$ cat config.mk
export PLATFORM = sky130hd
export DESIGN_NAME = cam_ctrl
export DESIGN_NICKNAME = d
export VERILOG_FILES = /design/src/rtl/cam_ctrl_pkg.sv /design/src/rtl/cam_ctrl_rr_arbiter.sv /design/src/rtl/cam_ctrl.sv
export SDC_FILE = /design/constraint.sdc
export NUM_CORES = 1
export LEC_CHECK = 0
export CAP_MARGIN = 15
export CORE_MARGIN = 5
export CORE_UTILIZATION = 42
export DETAILED_ROUTE_END_ITERATION = 6
export HOLD_SLACK_MARGIN = 0.08
export PLACE_DENSITY = 0.8
export SETUP_SLACK_MARGIN = 0.2
export SYNTH_ARGS = -nofsm -noshare
export SYNTH_HDL_FRONTEND = slang
export SYNTH_SLANG_ARGS = --single-unit
$ cat constraint.sdc
create_clock -name clock -period 2.2 [get_ports clock]
set_input_delay 0.22 -clock clock [delete_from_list [all_inputs] [get_ports clock]]
set_output_delay 0.22 -clock clock [all_outputs]
set_load 0.02 [all_outputs]
$ cat src/rtl/cam_ctrl_pkg.sv
// Shared types for the CAM front-end controller: CAM command, request opcode,
// controller state encoding and the response record.
package cam_ctrl_pkg;

    typedef enum logic {READ = 1'b0, WRITE = 1'b1} COMMAND;

    typedef enum logic {OP_LOOKUP = 1'b0, OP_INSERT = 1'b1} REQ_OP;

    localparam logic [2:0] ST_IDLE   = 3'd0;
    localparam logic [2:0] ST_LOOKUP = 3'd1;
    localparam logic [2:0] ST_CHECK  = 3'd2;
    localparam logic [2:0] ST_WRITE  = 3'd3;
    localparam logic [2:0] ST_RESP   = 3'd4;

    typedef enum logic [2:0] {
        S_IDLE   = ST_IDLE,
        S_LOOKUP = ST_LOOKUP,
        S_CHECK  = ST_CHECK,
        S_WRITE  = ST_WRITE,
        S_RESP   = ST_RESP
    } CTRL_STATE;

    // Fields sized for the largest supported configuration; the top slices them.
    localparam int unsigned RESP_IDX_W = 16;
    localparam int unsigned RESP_ID_W  = 8;

    typedef struct packed {
        logic                  hit;
        logic [RESP_IDX_W-1:0] idx;
        logic                  evict;
        logic [RESP_ID_W-1:0]  id;
    } resp_t;

endpackage

$ cat src/rtl/cam_ctrl_rr_arbiter.sv
// Round-robin arbiter: one-hot grant searching from last_grant+1 with wrap,
// last_grant advancing only when a grant is accepted.
module rr_arbiter #(
    parameter int NUM_REQ = 2
) (
    input  logic                       clock,
    input  logic                       reset,
    input  logic [NUM_REQ-1:0]         valid,
    input  logic                       enable,
    input  logic                       accept,
    output logic [NUM_REQ-1:0]         grant,
    output logic [$clog2(NUM_REQ)-1:0] grant_id
);
    localparam int RW = $clog2(NUM_REQ);

    logic [RW-1:0] last_grant;

    always_comb begin
        int unsigned k;
        logic        found;
        grant    = '0;
        grant_id = '0;
        found    = 1'b0;
        k        = 0;
        for (int unsigned i = 1; i <= NUM_REQ; i++) begin
            k = (32'(last_grant) + i) % NUM_REQ;
            if (enable && !found && valid[k]) begin
                found    = 1'b1;
                grant[k] = 1'b1;
                grant_id = RW'(k);
            end
        end
    end

    always_ff @(posedge clock) begin
        if (reset) begin
            last_grant <= RW'(NUM_REQ - 1);
        end else if (accept) begin
            last_grant <= grant_id;
        end
    end

endmodule

$ cat src/rtl/cam_ctrl.sv
// Shares one CAM among NUM_REQ requesters: arbitrates, sequences lookup/insert
// onto the CAM port, allocates write slots (fill then round-robin eviction).
module cam_ctrl
    import cam_ctrl_pkg::*;
#(
    parameter int SIZE    = 8,
    parameter int NUM_REQ = 2
) (
    input  logic                         clock,
    input  logic                         reset,
    input  logic [NUM_REQ-1:0]           req_valid,
    input  logic [NUM_REQ-1:0]           req_op,
    input  logic [NUM_REQ-1:0][31:0]     req_data,
    output logic [NUM_REQ-1:0]           req_ready,
    output logic                         resp_valid,
    output logic [$clog2(NUM_REQ)-1:0]   resp_id,
    output logic                         resp_hit,
    output logic [$clog2(SIZE)-1:0]      resp_idx,
    output logic                         resp_evict,
    output logic [$clog2(SIZE+1)-1:0]    occupancy,
    output logic                         full,
    output logic                         cam_enable,
    output logic                         cam_command,
    output logic [31:0]                  cam_data,
    output logic [$clog2(SIZE)-1:0]      cam_write_idx,
    input  logic                         cam_hit,
    input  logic [$clog2(SIZE)-1:0]      cam_read_idx
);
    localparam int IW = $clog2(SIZE);
    localparam int RW = $clog2(NUM_REQ);
    localparam int OW = $clog2(SIZE + 1);

    CTRL_STATE     state;
    REQ_OP         op_q;
    logic [31:0]   key_q;
    logic [RW-1:0] id_q;
    logic [OW-1:0] occ;
    logic [IW-1:0] victim;
    resp_t         resp_q;
    logic [RW-1:0] grant_id;
    logic          accept;
    logic [IW-1:0] write_idx;
    logic          unused_resp_bits;

    rr_arbiter #(.NUM_REQ(NUM_REQ)) u_arb (
        .clock    (clock),
        .reset    (reset),
        .valid    (req_valid),
        .enable   (state == S_IDLE),
        .accept   (accept),
        .grant    (req_ready),
        .grant_id (grant_id)
    );

    assign accept    = |(req_valid & req_ready);
    assign full      = (occ == OW'(SIZE));
    // occ < SIZE whenever it is used as an index, so the slot stays in range.
    assign write_idx = full ? victim : IW'(occ);

    always_ff @(posedge clock) begin
        if (reset) begin
            state  <= S_IDLE;
            op_q   <= OP_LOOKUP;
            key_q  <= '0;
            id_q   <= '0;
            occ    <= '0;
            victim <= '0;
            resp_q <= '0;
        end else begin
            case (state)
                S_IDLE: begin
                    if (accept) begin
                        op_q  <= REQ_OP'(req_op[grant_id]);
                        key_q <= req_data[grant_id];
                        id_q  <= grant_id;
                        state <= S_LOOKUP;
                    end
                end
                S_LOOKUP: state <= S_CHECK;
                S_CHECK: begin
                    if (cam_hit) begin
                        resp_q <= '{hit: 1'b1, idx: RESP_IDX_W'(cam_read_idx),
                                    evict: 1'b0, id: RESP_ID_W'(id_q)};
                        state  <= S_RESP;
                    end else if (op_q == OP_INSERT) begin
                        state <= S_WRITE;
                    end else begin
                        resp_q <= '{hit: 1'b0, idx: '0, evict: 1'b0, id: RESP_ID_W'(id_q)};
                        state  <= S_RESP;
                    end
                end
                S_WRITE: begin
                    resp_q <= '{hit: 1'b0, idx: RESP_IDX_W'(write_idx),
                                evict: full, id: RESP_ID_W'(id_q)};
                    if (!full) begin
                        occ <= occ + OW'(1);
                    end else begin
                        victim <= (victim == IW'(SIZE - 1)) ? '0 : victim + IW'(1);
                    end
                    state <= S_RESP;
                end
                S_RESP:  state <= S_IDLE;
                default: state <= S_IDLE;
            endcase
        end
    end

    always_comb begin
        cam_enable    = (state == S_LOOKUP) || (state == S_CHECK) || (state == S_WRITE);
        cam_command   = (state == S_WRITE) ? WRITE : READ;
        cam_data      = cam_enable ? key_q : '0;
        cam_write_idx = (state == S_WRITE) ? write_idx : '0;
    end

    assign resp_valid       = (state == S_RESP);
    assign resp_hit         = resp_q.hit;
    assign resp_idx         = resp_q.idx[IW-1:0];
    assign resp_evict       = resp_q.evict;
    assign resp_id          = resp_q.id[RW-1:0];
    assign occupancy        = occ;
    assign unused_resp_bits = ^{resp_q.idx, resp_q.id};

endmodule

==> impl_metrics.ini <==
[yosys]
synth.area.top_cells = sky130_fd_sc_hd__dfxtp_1, sky130_fd_sc_hd__o32ai_2, sky130_fd_sc_hd__nor3_1
net_count_after_synthesis = 416
netlist.area_leader.share_pct = 36.17
synth_seq_area_share_pct = 36.17
post_synth_num_cell_types = 35
synthesis.instances = 338
synth-warning-count = 0
synth.avg_cell_area_um2 = 8.351
synth.cell_area_um2 = 2823
synth_seq_cells = 51
synth.largest_area_cell = sky130_fd_sc_hd__dfxtp_1

[clock_tree]
cts.sinks = 51
holdBufCountCts = 0
tritoncts_clock_tree = done
clock_path_buffers = 2
h-tree-depth = 2
worst_setup_hold_path_clk_slew_ns = 0.10
cts_buffer_count = 5
clkLatencyLatePin_ns = 0.30
cts_root_buf = sky130_fd_sc_hd__clkbuf_8

[sta]
setup_viol = 0
timing.final.max_slew_violations = 0
setup_tns_ns = 0
hold_viol_final = 0
final.min_clock_period_ns = 1.994
slew_headroom_pct = 60.44
worst-slew-pin-transition_ns = 0.5872
unrepaired_setup_endpoints_after_global_routing = yes
max_freq_ghz = 0.5016
portion_of_the_clock_cycle_consumed_by_the_worst_path_in_the_final_layout_pct = 90.62
skew_ns = 0.01039

[worst_hold_path]
worstHoldPathType = reg2reg
min_delay_worst_endpoint = key_q[29]$_SDFFE_PP0P_
holdPathStages = 2
worstHoldStart = key_q[29]$_SDFFE_PP0P_

[power]
seqPwrFrac_pct = 41.5
power_density_nw_per_um2 = 586.0
power_switching_share_pct = 32.16
total_switching_power_w = 0.0008172
report.power.total_w = 0.002541
internal-power_w = 0.001724
worst_vdd_ir_uv = 270.4
power.share.combinational_pct = 35.1
p_leak_nw = 1.762
power.clock.fraction_pct = 23.4

[global_routing]
final_global_route_overflow_total = 0
number_of_antenna_violations_at_the_first_check_in_global_routing = 0
grt_max_degree = 44
via_count_of_the_first_global_routing_pass = 3197
grt_pass1_wl_mm = 14.93
globalRouteTotalUtil_pct = 21.03

[worst_setup_path]
worst-endpoint-required_ns = 2.39
r2r_cells = 4
worstSetupEndpointType = flip-flop
regToRegStartpoint = state[2]$_SDFFE_PP0P_
worst-r2r-setup-slack_ns = 0.21
path_cells = or3_4, or3_2, buf_12, o32ai_1
path_class = reg2reg
arrival_ns = 2.19
crit_path_max_fanout = 31
critPathLaunchType = flip-flop
cpPeakStageDelay_ns = 0.50
rr_endpoint = key_q[0]$_SDFFE_PP0P_
critPathSlowestCell = sky130_fd_sc_hd__or3_2

[route]
final_routed_wire_length_divided_by_cell_count_um = 16.82
route.detailed.vias_per_inst = 5.563
firstDrtPassIters = 7
drt_iter0_markers = 121
remaining_number_of_nets_flagged_by_the_antenna_check_after_routing = 0
routed_wl_mm = 9.082
num_vias = 3004
detailed_route_drc_error_count = 0

[final_layout]
layout.core_utilization_pct = 67.13
layout-drive-gt1-share_pct = 16.41
antenna_cells = 0
most_common_cell_after_layout_fill_and_taps_aside = sky130_fd_sc_hd__clkdlybuf4s50_1
fillerInstances = 544
layout_net_count = 540
area_growth_syn_to_layout_pct = 53.59
mostFrequentLayoutCells = sky130_fd_sc_hd__clkdlybuf4s50_1, sky130_fd_sc_hd__nor3_1, sky130_fd_sc_hd__dfxtp_1, sky130_fd_sc_hd__inv_1, sky130_fd_sc_hd__dlygate4sd2_1

[floorplan]
core_region_area_um2 = 6459
placement_rows = 29
top_level_ports = 125
die_width_um = 91.98
floorplan.initialDensity_pct = 43.70
die_height_um = 91.98
floorplan.die_area_um2 = 8460

[placed_design]
finalWeightedCongestion = 0.8025
portBuffers = 124
place_hpwl_mm = 6.513

[run_status]
run_status = finished clean

[run]
timing.max_cap.violations = 0
[kinds of logic after synthesis]
kind of cell | synth area share (%)
compound gates | 26.02
fa+ha+maj | 1.773
buf+inv | 10.55
flops | 36.17
mux | 1.418
simple gates | 24.07
[critical path, delay by kind of cell (launching register included)]
family | cells | cell delay [ns]
AOI/OAI and AO/OA | 1 | 0.32
DFF | 1 | 0.39
and+or+nand+nor | 2 | 0.96
buffers and inverters | 1 | 0.20
[stage by stage]
| step | setup WS, ns | instances | instance area, um2 | hold slack (ns) |
|---|---|---|---|---|
| finish | 0.2063 | 540 | 4335 | 0.4790 |
| global route | 0.1703 | 540 | 4335 | 0.5064 |
| CTS | 0.1982 | 537 | 4310 | 0.4815 |
| detailed placement | 0.1719 | 529 | 4253 | 0.4609 |
| global placement | 0.2921 | 529 | 4253 | 0.4522 |
| floorplan | 0.1752 | 338 | 2833 | 0.4228 |
[synthesized netlist by cell type, drive strengths merged]
cell     count
o32ai       31
a2111oi      2
a21o         2
ha           4
nor3        69
nor4bb       1
nand3b       4
dfxtp       51
a21boi       1
o221a        2
inv         40
o22ai        1
a211o        1
or4          2
a21bo        1
nor2        37
nand2        6
o21ai       15
mux2i        4
and2         1
o31a         1
a31oi        1
nand2b       1
nand3        5
nand4b       4
clkinv       1
a21oi       12
buf          7
nor2b        1
nor3b        1
or3          3
clkbuf      24
nor4         2
[how the worst max path moves through the flow]
stage	start	endpoint	slack [ns]	cells past startpoint
2_1_floorplan	occupancy[0]$_SDFFE_PP0P_	resp_idx[1]$_SDFFE_PP0P_	0.18	6
3_3_place_gp	req_valid[1]	req_ready[1]	0.29	5
3_5_place_dp	state[2]$_SDFFE_PP0P_	key_q[0]$_SDFFE_PP0P_	0.17	4
4_1_cts	occupancy[0]$_SDFFE_PP0P_	cam_write_idx[1]	0.20	6
5_1_grt	state[2]$_SDFFE_PP0P_	cam_write_idx[0]	0.17	5
6_report	state[2]$_SDFFE_PP0P_	key_q[0]$_SDFFE_PP0P_	0.21	4
[cell type report]
cell class | count | area, um2 | area share, %
Inverter | 41 | 153.9 | 3.550
Tap cell | 77 | 96.34 | 2.222
Multi-Input combinational cell | 215 | 1538 | 35.47
Timing Repair Buffer | 148 | 1426 | 32.90
Clock buffer | 8 | 100.1 | 2.309
Sequential cell | 51 | 1021 | 23.55
[flip-flops by register name, summed over array words and instances (netlist names)]
| register | flops |
|---|---|
| victim | 3 |
| op_q | 1 |
| resp_idx | 3 |
| state | 3 |
| occupancy | 4 |
| resp_hit | 1 |
| u_arb.last_grant | 1 |
| id_q | 1 |
| resp_evict | 1 |
| resp_id | 1 |
| key_q | 32 |
[power groups by stage]
stage / registers, W / clock network [W] / logic (W)
after floorplan: 0.00107 / 0 / 0.000526
after global placement: 0.00107 / 0 / 0.000900
after detailed placement: 0.00107 / 0 / 0.000919
after CTS: 0.00105 / 0.000608 / 0.000891
after global routing: 0.00107 / 0.000659 / 0.000961
final: 0.00105 / 0.000595 / 0.000891
[timing repair]
item | CTS | global route
endpoints found under the setup margin | 42 | 6
pin swaps | 0 | 0
gates cloned | 0 | 1
buffers inserted | 0 | 2
resized for setup | 43 | 10
[metal layers]
layer  track usage (%)  vias to the layer above  wire length (um)
met5                 0                        -                 0
met1             25.74                     1436              3826
li1                  -                     1453                 -
met4             7.302                        0                63
met2             36.56                      109              4651
met3             4.419                        6               540
Power figures use the tool's default switching activity.
==> RTL edit: new RTL, same settings <==
`NUM_REQ` is set to 2 in 2 places; all go to 4.
--- a/src/rtl/cam_ctrl_rr_arbiter.sv
+++ b/src/rtl/cam_ctrl_rr_arbiter.sv
@@ -1,7 +1,7 @@
 // Round-robin arbiter: one-hot grant searching from last_grant+1 with wrap,
 // last_grant advancing only when a grant is accepted.
 module rr_arbiter #(
-    parameter int NUM_REQ = 2
+    parameter int NUM_REQ = 4
 ) (
     input  logic                       clock,
     input  logic                       reset,
--- a/src/rtl/cam_ctrl.sv
+++ b/src/rtl/cam_ctrl.sv
@@ -4,7 +4,7 @@
     import cam_ctrl_pkg::*;
 #(
     parameter int SIZE    = 8,
-    parameter int NUM_REQ = 2
+    parameter int NUM_REQ = 4
 ) (
     input  logic                         clock,
     input  logic                         reset,
Interface: changed (5 resized); port bits go from 125 to 196. The function was not compared with the original's and may differ.
==> RTL edit against the original RTL <==
The run now ends with setup timing left. Clock skew is 1.2 ps lower. Cell count rose by 45%. Cell area grew 62%. Power increased to 3.2 times the old value. Setup slack worse by 670 ps. Sequential power rose by 26%. Combinational power rose to 6.8 times the old value. Sequential cell count is 3 higher. Via count increased by 40%. Synthesized area up 39%. Wire length grew 55%. Critical path type unchanged. Critical endpoint is now key_q[18]$_SDFFE_PP0P_. Largest cell class is now buffers. Highest routed layer unchanged.
==> RTL edit: results (changes against the original RTL) <==
Layout Nets: 824 (+53%)
failing checks: setup timing
first-iteration detailed-routing DRC count: 151 (+25%)
top post-synthesis cells by count: mux2i_1 (104), dfxtp_1 (54), a22o_1 (35)
final setup fails: 42 (+42)
cell count of the worst hold path: 1 (-1)
Critical Path Fanout Max: 6 (-81%)
global-route wire length before repair: 21900 um (+47%)
crit path from: u_arb.last_grant[0]$_SDFFE_PP1P_
FF-to-FF End: key_q[18]$_SDFFE_PP0P_
largest net degree at the start of global routing: 34 (-23%)
layout cell share with drive strength beyond 1: 22.8% (+6.4 points)
Fill cells: 643 (+18%)
vias per inst: 5.39 (-3.1%)
met3 GRT Util: 5.95% (+1.5 points)
Placed Area: 6440 um^2 (+51%)
worst-margin pin slew: 482 ps (-105 ps)
Port Buffers: 195 (+57%)
met2 GRT Util: 42.6% (+6.0 points)
post-synthesis xor/xnor area fraction: 0.448% (+0.45 points)
status: finished, violations left
Net Count, Synth: 562 (+35%)
maximum vdd drop: 0.605 mV (+120%)
Routed WL: 14100 um (+55%)
Synth Area in Adders: 3.84% (+2.1 points)
skew final: 9.16 ps (-1.23 ps)
Worst Setup Slack, final: -465 ps (-671 ps)
TNS Setup: -17290 ps (-17290 ps)
Post-Layout Cell Count: 782 (+45%)
## RTL edit: timing repair
action                                  CTS  global route
endpoints found under the setup margin   80            50
buffers inserted                         16             4
resized for setup                       107            19
cloned                                    6             0
pin swaps                                18             6
## RTL edit: how the worst max path moves through the flow
stage / to / slack [ps] / cells after the start
after floorplan: key_q[24]$_SDFFE_PP0P_ / -660 / 13
after global placement: key_q[24]$_SDFFE_PP0P_ / -730 / 11
after detailed placement: key_q[9]$_SDFFE_PP0P_ / -790 / 10
after CTS: key_q[3]$_SDFFE_PP0P_ / -450 / 9
after global routing: u_arb.last_grant[1]$_SDFFE_PP1P_ / -550 / 9
final: key_q[18]$_SDFFE_PP0P_ / -460 / 10
## RTL edit: layout make-up
type / count / area [um^2] / area share [%]
multi-input combinational: 313 / 2750 / 39.2
clock buffer: 6 / 82.6 / 1.18
timing repair buffer: 287 / 2860 / 40.8
sequential: 54 / 1080 / 15.5
clock inverter: 2 / 60.1 / 0.857
inverter: 9 / 38.8 / 0.553
tap: 111 / 139 / 1.98
## RTL edit: per-stage QoR
step                      setup WS [ps]  utilization, %
after floorplan                    -659               -
after global placement             -727            70.3
after detailed placement           -793            70.3
after CTS                          -453            75.8
after global routing               -550            76.6
final                              -465            76.6
## RTL edit: worst max-delay path, stage by stage (launching register included)
cell and delay, ps:
dfxtp_4 430, buf_6 120, mux4_2 570, o211a_1 270
o221ai_4 290, buf_12 150, buf_16 110, buf_6 100
mux2i_1 220, mux2i_1 110, a22o_1 190
## RTL edit: where the power goes
part	internal [mW]	switching, mW	leakage [nW]	total (mW)
Combinational	3.32	2.72	2.78	6.04
Sequential	1.21	0.115	0.442	1.32
Clock	0.485	0.314	0.0714	0.799
Total	5.02	3.15	3.29	8.16
